$ cat src/rtl/mcpu_ctrl_fsm.sv
// mcpu_ctrl_fsm: multicycle control unit for the MCPU datapath.
// Steps each instruction through fetch / decode / execute / memory / writeback
// and drives every datapath select and write strobe from the current state
// plus the opcode and funct fields held in the IR.
module mcpu_ctrl_fsm (
    input  logic       clk,
    input  logic       rst,
    input  logic [5:0] Op,
    input  logic [5:0] Funct,
    input  logic       Zero,
    output logic       PCWrite,
    output logic       IorD,
    output logic       IRWrite,
    output logic       MemWrite,
    output logic       RegWrite,
    output logic [1:0] RegDst,
    output logic [1:0] ALUSrc,
    output logic       ALUSrc0,
    output logic [1:0] ToReg,
    output logic [3:0] ALUOp,
    output logic       EXTOp,
    output logic [1:0] NPCOp,
    output logic [3:0] State,
    output logic       Illegal
);

    // Datapath select encodings shared with the mux stage.
    localparam logic [1:0] RD_RT = 2'b00, RD_RD = 2'b01, RD_RA = 2'b10;
    localparam logic [1:0] ALUSRC_REG = 2'b00, ALUSRC_IMM = 2'b01, ALUSRC_SHA = 2'b10;
    localparam logic [1:0] DM2REG = 2'b00, ALU2REG = 2'b01, NPC2REG = 2'b10;
    localparam logic [1:0] NPC_PLUS4 = 2'b00, NPC_BRANCH = 2'b01, NPC_JUMP = 2'b10, NPC_JR = 2'b11;

    localparam logic [3:0] ALU_ADD = 4'd0, ALU_SUB = 4'd1, ALU_AND = 4'd2, ALU_OR = 4'd3;
    localparam logic [3:0] ALU_SLT = 4'd4, ALU_SLL = 4'd5, ALU_SRL = 4'd6, ALU_LUI = 4'd7;

    localparam logic [5:0] OP_RTYPE = 6'b000000, OP_ADDI = 6'b001000, OP_ORI = 6'b001101;
    localparam logic [5:0] OP_LUI = 6'b001111, OP_LW = 6'b100011, OP_SW = 6'b101011;
    localparam logic [5:0] OP_BEQ = 6'b000100, OP_BNE = 6'b000101;
    localparam logic [5:0] OP_J = 6'b000010, OP_JAL = 6'b000011;

    localparam logic [5:0] FN_ADD = 6'b100000, FN_SUB = 6'b100010, FN_AND = 6'b100100;
    localparam logic [5:0] FN_OR = 6'b100101, FN_SLT = 6'b101010, FN_SLL = 6'b000000;
    localparam logic [5:0] FN_SRL = 6'b000010, FN_JR = 6'b001000;

    typedef enum logic [3:0] {
        S_FETCH = 4'd0,
        S_DCODE = 4'd1,
        S_MADR  = 4'd2,
        S_MRD   = 4'd3,
        S_MWB   = 4'd4,
        S_MWR   = 4'd5,
        S_EXE   = 4'd6,
        S_ALUWB = 4'd7,
        S_BR    = 4'd8,
        S_JMP   = 4'd9
    } state_t;

    state_t state_q, state_d;

    // Instruction class and execute-stage ALU controls decoded from Op/Funct.
    logic       is_rtype;
    logic       dec_mem, dec_exe, dec_br, dec_jmp, dec_legal;
    logic [1:0] exe_alusrc;
    logic       exe_alusrc0;
    logic [3:0] exe_aluop;
    logic       exe_extop;

    // Instruction decode: classify the opcode and select the execute controls.
    always_comb begin
        // NOTE: every signal gets a default before the case so no path leaves it unassigned (no latch).
        is_rtype    = (Op == OP_RTYPE);
        dec_mem     = 1'b0;
        dec_exe     = 1'b0;
        dec_br      = 1'b0;
        dec_jmp     = 1'b0;
        exe_alusrc  = ALUSRC_REG;
        exe_alusrc0 = 1'b0;
        exe_aluop   = ALU_ADD;
        exe_extop   = 1'b0;
        case (Op)
            OP_RTYPE: begin
                case (Funct)
                    FN_ADD: begin dec_exe = 1'b1; exe_aluop = ALU_ADD; end
                    FN_SUB: begin dec_exe = 1'b1; exe_aluop = ALU_SUB; end
                    FN_AND: begin dec_exe = 1'b1; exe_aluop = ALU_AND; end
                    FN_OR:  begin dec_exe = 1'b1; exe_aluop = ALU_OR;  end
                    FN_SLT: begin dec_exe = 1'b1; exe_aluop = ALU_SLT; end
                    FN_SLL: begin
                        dec_exe = 1'b1; exe_alusrc0 = 1'b1;
                        exe_alusrc = ALUSRC_SHA; exe_aluop = ALU_SLL;
                    end
                    FN_SRL: begin
                        dec_exe = 1'b1; exe_alusrc0 = 1'b1;
                        exe_alusrc = ALUSRC_SHA; exe_aluop = ALU_SRL;
                    end
                    FN_JR:   dec_jmp = 1'b1;
                    default: ;
                endcase
            end
            OP_ADDI: begin
                dec_exe = 1'b1; exe_alusrc = ALUSRC_IMM; exe_extop = 1'b1; exe_aluop = ALU_ADD;
            end
            OP_ORI: begin
                dec_exe = 1'b1; exe_alusrc = ALUSRC_IMM; exe_extop = 1'b0; exe_aluop = ALU_OR;
            end
            OP_LUI: begin
                dec_exe = 1'b1; exe_alusrc = ALUSRC_IMM; exe_aluop = ALU_LUI;
            end
            OP_LW, OP_SW:   dec_mem = 1'b1;
            OP_BEQ, OP_BNE: dec_br  = 1'b1;
            OP_J, OP_JAL:   dec_jmp = 1'b1;
            default: ;
        endcase
        dec_legal = dec_mem | dec_exe | dec_br | dec_jmp;
    end

    // Next-state selection; unreachable encodings fall back to fetch.
    always_comb begin
        state_d = S_FETCH;
        case (state_q)
            S_FETCH: state_d = S_DCODE;
            S_DCODE: begin
                if (dec_mem)      state_d = S_MADR;
                else if (dec_exe) state_d = S_EXE;
                else if (dec_br)  state_d = S_BR;
                else if (dec_jmp) state_d = S_JMP;
                else              state_d = S_FETCH;
            end
            S_MADR: begin
                if (Op == OP_LW)      state_d = S_MRD;
                else if (Op == OP_SW) state_d = S_MWR;
                else                  state_d = S_FETCH;
            end
            S_MRD:   state_d = S_MWB;
            S_EXE:   state_d = S_ALUWB;
            default: state_d = S_FETCH;
        endcase
    end

    // State register with synchronous reset to fetch.
    always_ff @(posedge clk) begin
        // NOTE: sequential state uses non-blocking assignment so all flops update together at the edge.
        if (rst) state_q <= S_FETCH;
        else     state_q <= state_d;
    end

    // Moore output decode; reset holds every strobe low with fetch-state selects.
    always_comb begin
        PCWrite  = 1'b0;
        IorD     = 1'b0;
        IRWrite  = 1'b0;
        MemWrite = 1'b0;
        RegWrite = 1'b0;
        RegDst   = RD_RT;
        ALUSrc   = ALUSRC_REG;
        ALUSrc0  = 1'b0;
        ToReg    = DM2REG;
        ALUOp    = ALU_ADD;
        EXTOp    = 1'b0;
        NPCOp    = NPC_PLUS4;
        if (!rst) begin
            case (state_q)
                S_FETCH: begin
                    IRWrite = 1'b1;
                    PCWrite = 1'b1;
                end
                S_MADR: begin
                    ALUSrc = ALUSRC_IMM; EXTOp = 1'b1; ALUOp = ALU_ADD;
                end
                S_MRD: begin
                    IorD = 1'b1;
                    ALUSrc = ALUSRC_IMM; EXTOp = 1'b1; ALUOp = ALU_ADD;
                end
                S_MWB: begin
                    RegWrite = 1'b1; RegDst = RD_RT; ToReg = DM2REG;
                end
                S_MWR: begin
                    IorD = 1'b1; MemWrite = 1'b1;
                    ALUSrc = ALUSRC_IMM; EXTOp = 1'b1; ALUOp = ALU_ADD;
                end
                S_EXE: begin
                    ALUSrc = exe_alusrc; ALUSrc0 = exe_alusrc0;
                    ALUOp = exe_aluop; EXTOp = exe_extop;
                end
                S_ALUWB: begin
                    ALUSrc = exe_alusrc; ALUSrc0 = exe_alusrc0;
                    ALUOp = exe_aluop; EXTOp = exe_extop;
                    RegWrite = 1'b1; ToReg = ALU2REG;
                    RegDst = is_rtype ? RD_RD : RD_RT;
                end
                S_BR: begin
                    ALUSrc = ALUSRC_REG; ALUOp = ALU_SUB; NPCOp = NPC_BRANCH;
                    PCWrite = (Op == OP_BEQ) ? Zero : ~Zero;
                end
                S_JMP: begin
                    PCWrite = 1'b1;
                    NPCOp = (is_rtype && Funct == FN_JR) ? NPC_JR : NPC_JUMP;
                    if (Op == OP_JAL) begin
                        RegWrite = 1'b1; RegDst = RD_RA; ToReg = NPC2REG;
                    end
                end
                default: ;
            endcase
        end
    end

    assign State   = state_q;
    assign Illegal = !rst && (state_q == S_DCODE) && !dec_legal;

endmodule

$ cat config.mk
export PLATFORM = sky130hd
export DESIGN_NAME = mcpu_ctrl_fsm
export DESIGN_NICKNAME = d
export VERILOG_FILES = /design/src/rtl/mcpu_ctrl_fsm.sv
export SDC_FILE = /design/constraint.sdc
export NUM_CORES = 1
export LEC_CHECK = 0
export CORE_ASPECT_RATIO = 0.5
export CORE_MARGIN = 3
export CORE_UTILIZATION = 24
export DETAILED_ROUTE_END_ITERATION = 8
export RECOVER_POWER = 50
export SLEW_MARGIN = 20
export SYNTH_ARGS = -nofsm -noshare
export SYNTH_HDL_FRONTEND = slang
export SYNTH_SLANG_ARGS = --single-unit
$ cat constraint.sdc
create_clock -name clk -period 2.3 [get_ports clk]
set_input_delay 0.23 -clock clk [delete_from_list [all_inputs] [get_ports clk]]
set_output_delay 0.23 -clock clk [all_outputs]
set_load 0.05 [all_outputs]
# [Yosys cells after proc, flatten, opt, wreduce, memory -nomap -nowiden]
# Index checks and enable logic that the tools add are counted.
[op_classes] reduce_logical=19 bitwise=4 eq_ne=25 muxes=49
[op_table] operator="$eq A6 B6 Y1 const B" count=7
[op_table] operator="$eq A6 B4 Y1 const B" count=4
[op_table] operator="$mux W1" count=22
[op_table] operator="$mux W4" count=5
[op_table] operator="$pmux W2 S2" count=5
[op_table] operator="$pmux W4 S5" count=1
[op_table] operator="$eq A6 B2 Y1 const B" count=3
[op_table] operator="$pmux W3 S6" count=1
[op_table] operator="$eq A4 B3 Y1 const B" count=4
[op_table] operator="$reduce_or A2 Y1" count=8
[op_table] operator="$eq A6 B3 Y1 const B" count=2
[op_table] operator="$logic_not A6 Y1" count=2
[op_table] operator="$mux W2" count=6
[op_table] operator="$pmux W1 S2" count=5
[op_table] operator="$pmux W3 S3" count=1
[op_table] operator="$eq A4 B2 Y1 const B" count=2
[op_table] operator="$eq A4 B4 Y1 const B" count=2
[op_table] operator="$pmux W4 S2" count=1
[op_table] operator="$reduce_or A7 Y1" count=1
[op_table] operator="$mux W3" count=2
[op_table] operator="$reduce_or A3 Y1" count=2
[op_table] operator="$eq A4 B1 Y1 const B" count=1
[op_table] operator="$logic_not A4 Y1" count=1
[op_table] operator="$logic_and A1 B1 Y1" count=3
[op_table] operator="3 further kinds" count=6
[word_totals] ff_bits=4 wordCells=98

# [Logic depth before layout (Yosys ltp)]
# Gate-level depths: netlist of run 1.
[depth] depth_word=9 mapped_depth=5 mapped_depth_nobuf=4

# [Least setup slack after synthesis of run 1]
# OpenSTA, ideal clock, no wires.
[synth_path] path_kind="register -> output" start="register state_q[3] (netlist: State[3])" end="output PCWrite" t_required_ns=2.070 setup_slack_ns=-0.960 arrival_time_ns=3.030 path_buffers=0 stages_incl_launch_ff=4 path_cell_list="dfxtp_1 > or2_2 > nor4_1 > o21bai_1"
[synth_between] elab_chain_cells=4
[synth_rtl] element="from (decl)" line_no="58" text="state_t state_q, state_d;"
[synth_rtl] element="from (signal assigned)" line_no="144" text="else state_q <= state_d;"
[synth_rtl] element="$eq A4 B4 Y1 or $logic_not A4 Y1 (tied branches)" line_no="162" text="case (state_q)"
[synth_rtl] element="$reduce_or A2 Y1 (no source line)"
[synth_rtl] element="$pmux W1 S2 *" line_no="162"
[synth_rtl] element="$mux W1 *" line_no="161" text="if (!rst) begin"
[synth_rtl] element="to (decl)" line_no="11" text="output logic PCWrite,"
# Every way passes the cells marked *; elsewhere a longest branch is shown, timed or not.

# [Final worst setup path of run 1]
[layout_path] start="input Funct[0]" end="output NPCOp[0]"
[layout_between] elab_chain_cells=5
[layout_rtl] element="from (decl)" line_no="9" text="input logic [5:0] Funct,"
[layout_rtl] element="$eq A6 B4 Y1" line_no="197" text="NPCOp = (is_rtype && Funct == FN_JR) ? NPC_JR : NPC_JUMP;"
[layout_rtl] element="$logic_and A1 B1 Y1" line_no="197"
[layout_rtl] element="$mux W1" line_no="197"
[layout_rtl] element="$pmux W2 S2" line_no="162"
[layout_rtl] element="$mux W2" line_no="161"
[layout_rtl] element="to (decl)" line_no="22" text="output logic [1:0] NPCOp,"
# Every way passes these cells.

==> results of run 1 <==
-- logic make-up after synthesis --
logic type | after synthesis | synth area share (%)
flip-flops | 4 | 11.4
AND/OR/NAND/NOR | 54 | 45.7
XOR/XNOR | 2 | 2.50
buffers and inverters | 13 | 8.57
AO/OA/AOI/OAI | 31 | 31.2
other | 1 | 0.535
-- worst paths after layout --
path	slack (ns)	depth (start not counted)	from	end
setup / recovery	0.10	5	Funct[0]	NPCOp[0]
hold / removal	0.62	5	Op[5]	State[3]
setup reg to reg	0.71	4	State[0]	State[2]
hold reg to reg	0.64	3	State[3]	State[0]
-- cell usage in the layout (no fill, tap or decap), drive strengths merged, types with 3 or more instances in the layout --
master / count
inv: 7
clkbuf: 8
o21ai: 4
dlymetal6s2s: 4
or2: 3
nor3: 7
nor2: 15
nand3: 3
dlygate4sd3: 3
nand2: 7
dfxtp: 4
or3: 3
nor4: 3
nand4: 3
a21oi: 7
buf: 37
clkdlybuf4s50: 11
-- final cells by class --
type / count / area, sq um / area share (%)
multi-input cells: 88 / 626 / 41.8
flip-flops and latches: 4 / 81.3 / 5.44
well taps: 37 / 46.3 / 3.10
clock buffers: 3 / 41.3 / 2.76
inverters: 7 / 26.3 / 1.76
repair buffers: 60 / 674 / 45.1
-- per-stage QoR --
step	worst slack [ns]	hold WS, ns	power, uW	std cells
3_3_place_gp	-0.0256	0.627	257	196
6_report	0.101	0.624	395	199
5_1_grt	0.0135	0.658	416	199
3_5_place_dp	-0.0707	0.640	259	196
2_1_floorplan	-0.225	0.409	162	105
4_1_cts	0.00306	0.638	406	199
-- critical path, delay by kind of cell --
family | cells | cell delay (ns)
compound gates | 1 | 0.20
buf+inv | 2 | 0.62
simple gates | 2 | 0.91
-- power breakdown --
part	internal (uW)	switching, uW
clock network	111	31.3
logic	79.7	98.8
registers	72.2	1.77
-- timing repair --
| action | CTS | global route |
|---|---|---|
| setup endpoints to repair | 2 | 9 |
| endpoints found under the hold margin | 0 | 0 |
| resized for setup | 2 | 12 |
| pin swaps | 1 | 2 |
-- layer usage --
metal	up-vias	wire, um	GRT usage [%]
met5	-	0	0
met4	0	0	0.993
met3	0	122	3.05
met2	26	1220	22.1
met1	462	1320	21.1
li1	512	-	-
==> results.cfg, run 1 <==
[die]
core_sq_mm = 0.00268
die_width_um = 82.4
ios = 39
design.die.area_sq_mm = 0.00364
rows = 13
initial_utilization_pct = 26.1
die_h_um = 44.2

[setup_path]
critPathCaptureType = output port
crit_chain = clkdlybuf4s50_1 > or3_1 > or4b_1 > a21oi_2 > buf_12
start_kind = input port
critPathMaxFanout = 5
critical_path_required_ns = 2.07
cpMaxStageDelayCell = or4b_1
worst_ep_arrival_time_ns = 1.97
cp_slowest_stage_delay_ns = 0.49
critical_path_class = input port to output port

[synth]
synth_nets = 120
ys_async_sr_fraction_pct = 0
synthFlopType = dfxtp_1
seq_area_frac_synth_pct = 11.4
yosys.area.top_type = dfxtp_1
synth-edff-count = 0
synth_area_sq_um = 701
ys_ff_latch = 4
yosysWarnings = 0
synthTopCellsByArea = dfxtp_1 11%, nor2_1 8.0%, a21oi_1 5.0%, nor3_1 5.0%, inv_1 3.8%
ys_types = 47
synthTopCellsByCount = 15 x nor2_1, 7 x a21oi_1, 7 x inv_1, 7 x nor3_1, 6 x nand2_1
synth_top_area_share_pct = 11.4
synth_most_common_cell = nor2_1
synthCells = 105
syn_area_per_cell_sq_um = 6.67

[route]
dr.pass1.iters = 4
wl_per_cell_um = 13.4
first_iter_violations = 49
routed_wl_um = 2670
antenna_left = 0
vias_per_cell = 5.03
via_count = 1000
drc = 0

[timing]
min_period_ns = 2.20
hold_viol_final = 0
maxSlewViolCount = 0
period_share_pct = 95.6
fmax_mhz = 455
grt_setup_unrepaired = no
finClkSkew_ns = 0.00335
tightestPinTransition_ns = 0.613
maxSlewHeadroom_pct = 59.3
setup_viol = 0
setup_tns_ns = 0

[layout]
nets = 179
final_area_sq_mm = 0.00150
largest_reg_flops = 4
layout-drive-gt1-share_pct = 39.5
area_growth_syn_to_layout_pct = 113
diodes = 0
fillers = 252
post-route-util_pct = 55.7

[place]
portBuffers = 37
placed_area_sq_mm = 0.00147
gp_congestion = 0.837
hpwlAfterDp_um = 2230

[clock_network]
cts_buffer_depth = 2
post-cts-setup-buffer-count = 0
clkLatencyLatePin_ns = 0.21
cts_root_buffer = clkbuf_8
cts.sinks = 4
h-tree-depth = 1
cts_tree = done
clk_pin_slew_worst_paths_ns = 0.03
cts_hold_buffers = 0
cts-buffers-inserted = 3

[pwr]
power_density_mw_per_mm2 = 264
p_leak_uw = 0.000588
ir_worst_vdd_uv = 262

[global_routing]
track_usage_pct = 14.3
overflow = 0
grt_max_degree = 14
antenna_found_initial = 0
grt_pass1_vias = 901
grt_pass1_wl_um = 4050

[hold_path]
hold_path_class = input port to register

[job]
cap_violations = 0

[outcome]
status = finished, final reports clean
(Power assumes the default switching activity.)
==> inputs of run 2 (changes only) <==
--- a/config.mk
+++ b/config.mk
@@ -9,6 +9,7 @@
 export CORE_MARGIN = 3
 export CORE_UTILIZATION = 24
 export DETAILED_ROUTE_END_ITERATION = 8
+export PLACE_DENSITY = 0.63
 export RECOVER_POWER = 50
 export SLEW_MARGIN = 20
 export SYNTH_ARGS = -nofsm -noshare
==> run 2 against run 1 <==
Global-route usage is 1.6 points higher. Combinational power about the same. Clock skew increased by 0.00093 ns. Largest cell class unchanged. Critical endpoint is now PCWrite.
==> results.cfg, run 2 (same netlist as run 1, synthesis figures left out) <==
[hold_path]
hold_path_class = input port to register

[global_routing]
overflow = 0
grt_pass1_vias = 970
track_usage_pct = 15.9
antenna_found_initial = 0
grt_max_degree = 14
grt_pass1_wl_um = 4430

[clock_network]
cts_hold_buffers = 0
clkLatencyLatePin_ns = 0.22
h-tree-depth = 1
cts_root_buffer = clkbuf_8
cts_tree = done
cts.sinks = 4
cts-buffers-inserted = 3
clk_pin_slew_worst_paths_ns = 0.03
cts_buffer_depth = 2

[route]
drc = 0
antenna_left = 0
dr.pass1.iters = 4
routed_wl_um = 2810
first_iter_violations = 46
via_count = 1016
wl_per_cell_um = 14.0
vias_per_cell = 5.05

[timing]
setup_tns_ns = 0
grt_setup_unrepaired = no
worst_slack_ns = 0.0511
tightestPinTransition_ns = 0.611
min_period_ns = 2.25
maxSlewHeadroom_pct = 59.4
finClkSkew_ns = 0.00428
setup_viol = 0
hold_viol_final = 0
fmax_mhz = 445
period_share_pct = 97.8
maxSlewViolCount = 0

[setup_path]
start_kind = input port
critical_path_class = input port to output port
worst_ep_arrival_time_ns = 2.02
cp_slowest_stage_delay_ns = 0.49
cpLargestDelayFamily = buffers and inverters
critPathCaptureType = output port
crit_chain = clkdlybuf4s50_1 > or2_2 > nor4_1 > o21bai_1 > clkbuf_1
path_buf_inv = 2
cpMaxStageDelayCell = clkbuf_1
critical_path_required_ns = 2.07
critPathMaxFanout = 4

[die]
die_width_um = 82.4
initial_utilization_pct = 26.1
core_sq_mm = 0.00268
ios = 39
design.die.area_sq_mm = 0.00364
rows = 13
die_h_um = 44.2

[layout]
final_area_sq_mm = 0.00152
area_growth_syn_to_layout_pct = 116
final_common_cell = buf_4
final_cell_mix = 24 x buf_4, 16 x buf_12, 12 x nor2_1
layout-drive-gt1-share_pct = 39.6
instances_no_fill = 201
fillers = 253
largest_reg_flops = 4
nets = 181
diodes = 0

[pwr]
total_power_uw = 400
ir_worst_vdd_uv = 217
power_density_mw_per_mm2 = 264
p_leak_uw = 0.000605

[place]
placed_cells = 197
placed_area_sq_mm = 0.00147
hpwlAfterDp_um = 2360
portBuffers = 37
gp_congestion = 0.859
dpl_worst_slack_ns = -0.0577

[outcome]
status = finished, final reports clean

[job]
cap_violations = 0
==> run 2: stage by stage <==
stage	utilization [%]	hold slack (ns)
global route	56.5	0.662
finish	56.5	0.631
global placement	54.9	0.618
CTS	56.6	0.643
floorplan	-	0.409
detailed placement	54.9	0.639
==> run 2: area by class of cell <==
type / instances / area (sq um) / area share [%]
Timing Repair Buffer: 62 / 706 / 46.6
Multi-Input combinational cell: 88 / 614 / 40.5
Sequential cell: 4 / 81.3 / 5.37
Tap cell: 37 / 46.3 / 3.06
Clock buffer: 3 / 41.3 / 2.73
Inverter: 7 / 26.3 / 1.73
==> run 2: worst paths after layout <==
kind,depth (start not counted),slack [ns],startpoint,to
worst max-delay path,5,0.05,rst,PCWrite
worst min-delay path,5,0.63,Op[5],State[3]
worst max register to register,4,0.74,State[0],State[3]
worst min register to register,2,0.65,State[3],State[2]
==> run 2: per-layer routing <==
metal / up-vias / wire length, um / track usage (%)
li1: 520 / - / -
met1: 459 / 1300 / 21.0
met2: 30 / 1350 / 26.3
met3: 7 / 112 / 2.03
met4: 0 / 55 / 6.95
met5: - / 0 / 0
==> run 2: worst min-delay path: stages <==
cell            delay [ns]
dlymetal6s2s_1        0.15
buf_4                 0.14
nor3_1                0.06
o211ai_1              0.13
nor3_1                0.08
==> run 2: timing repair <==
action	CTS	global route
buffers inserted	0	1
gates resized for setup	2	9
pin swaps	1	3
setup endpoints to repair	3	9
cloned	0	0
==> run 2: report_power, final <==
group	leakage, uW	total (uW)	switching [uW]	internal [uW]
clock network	0.0000216	147	35.5	111
registers	0.0000331	74.2	1.97	72.2
logic	0.000550	179	98.7	80.6
total	0.000605	400	136	264
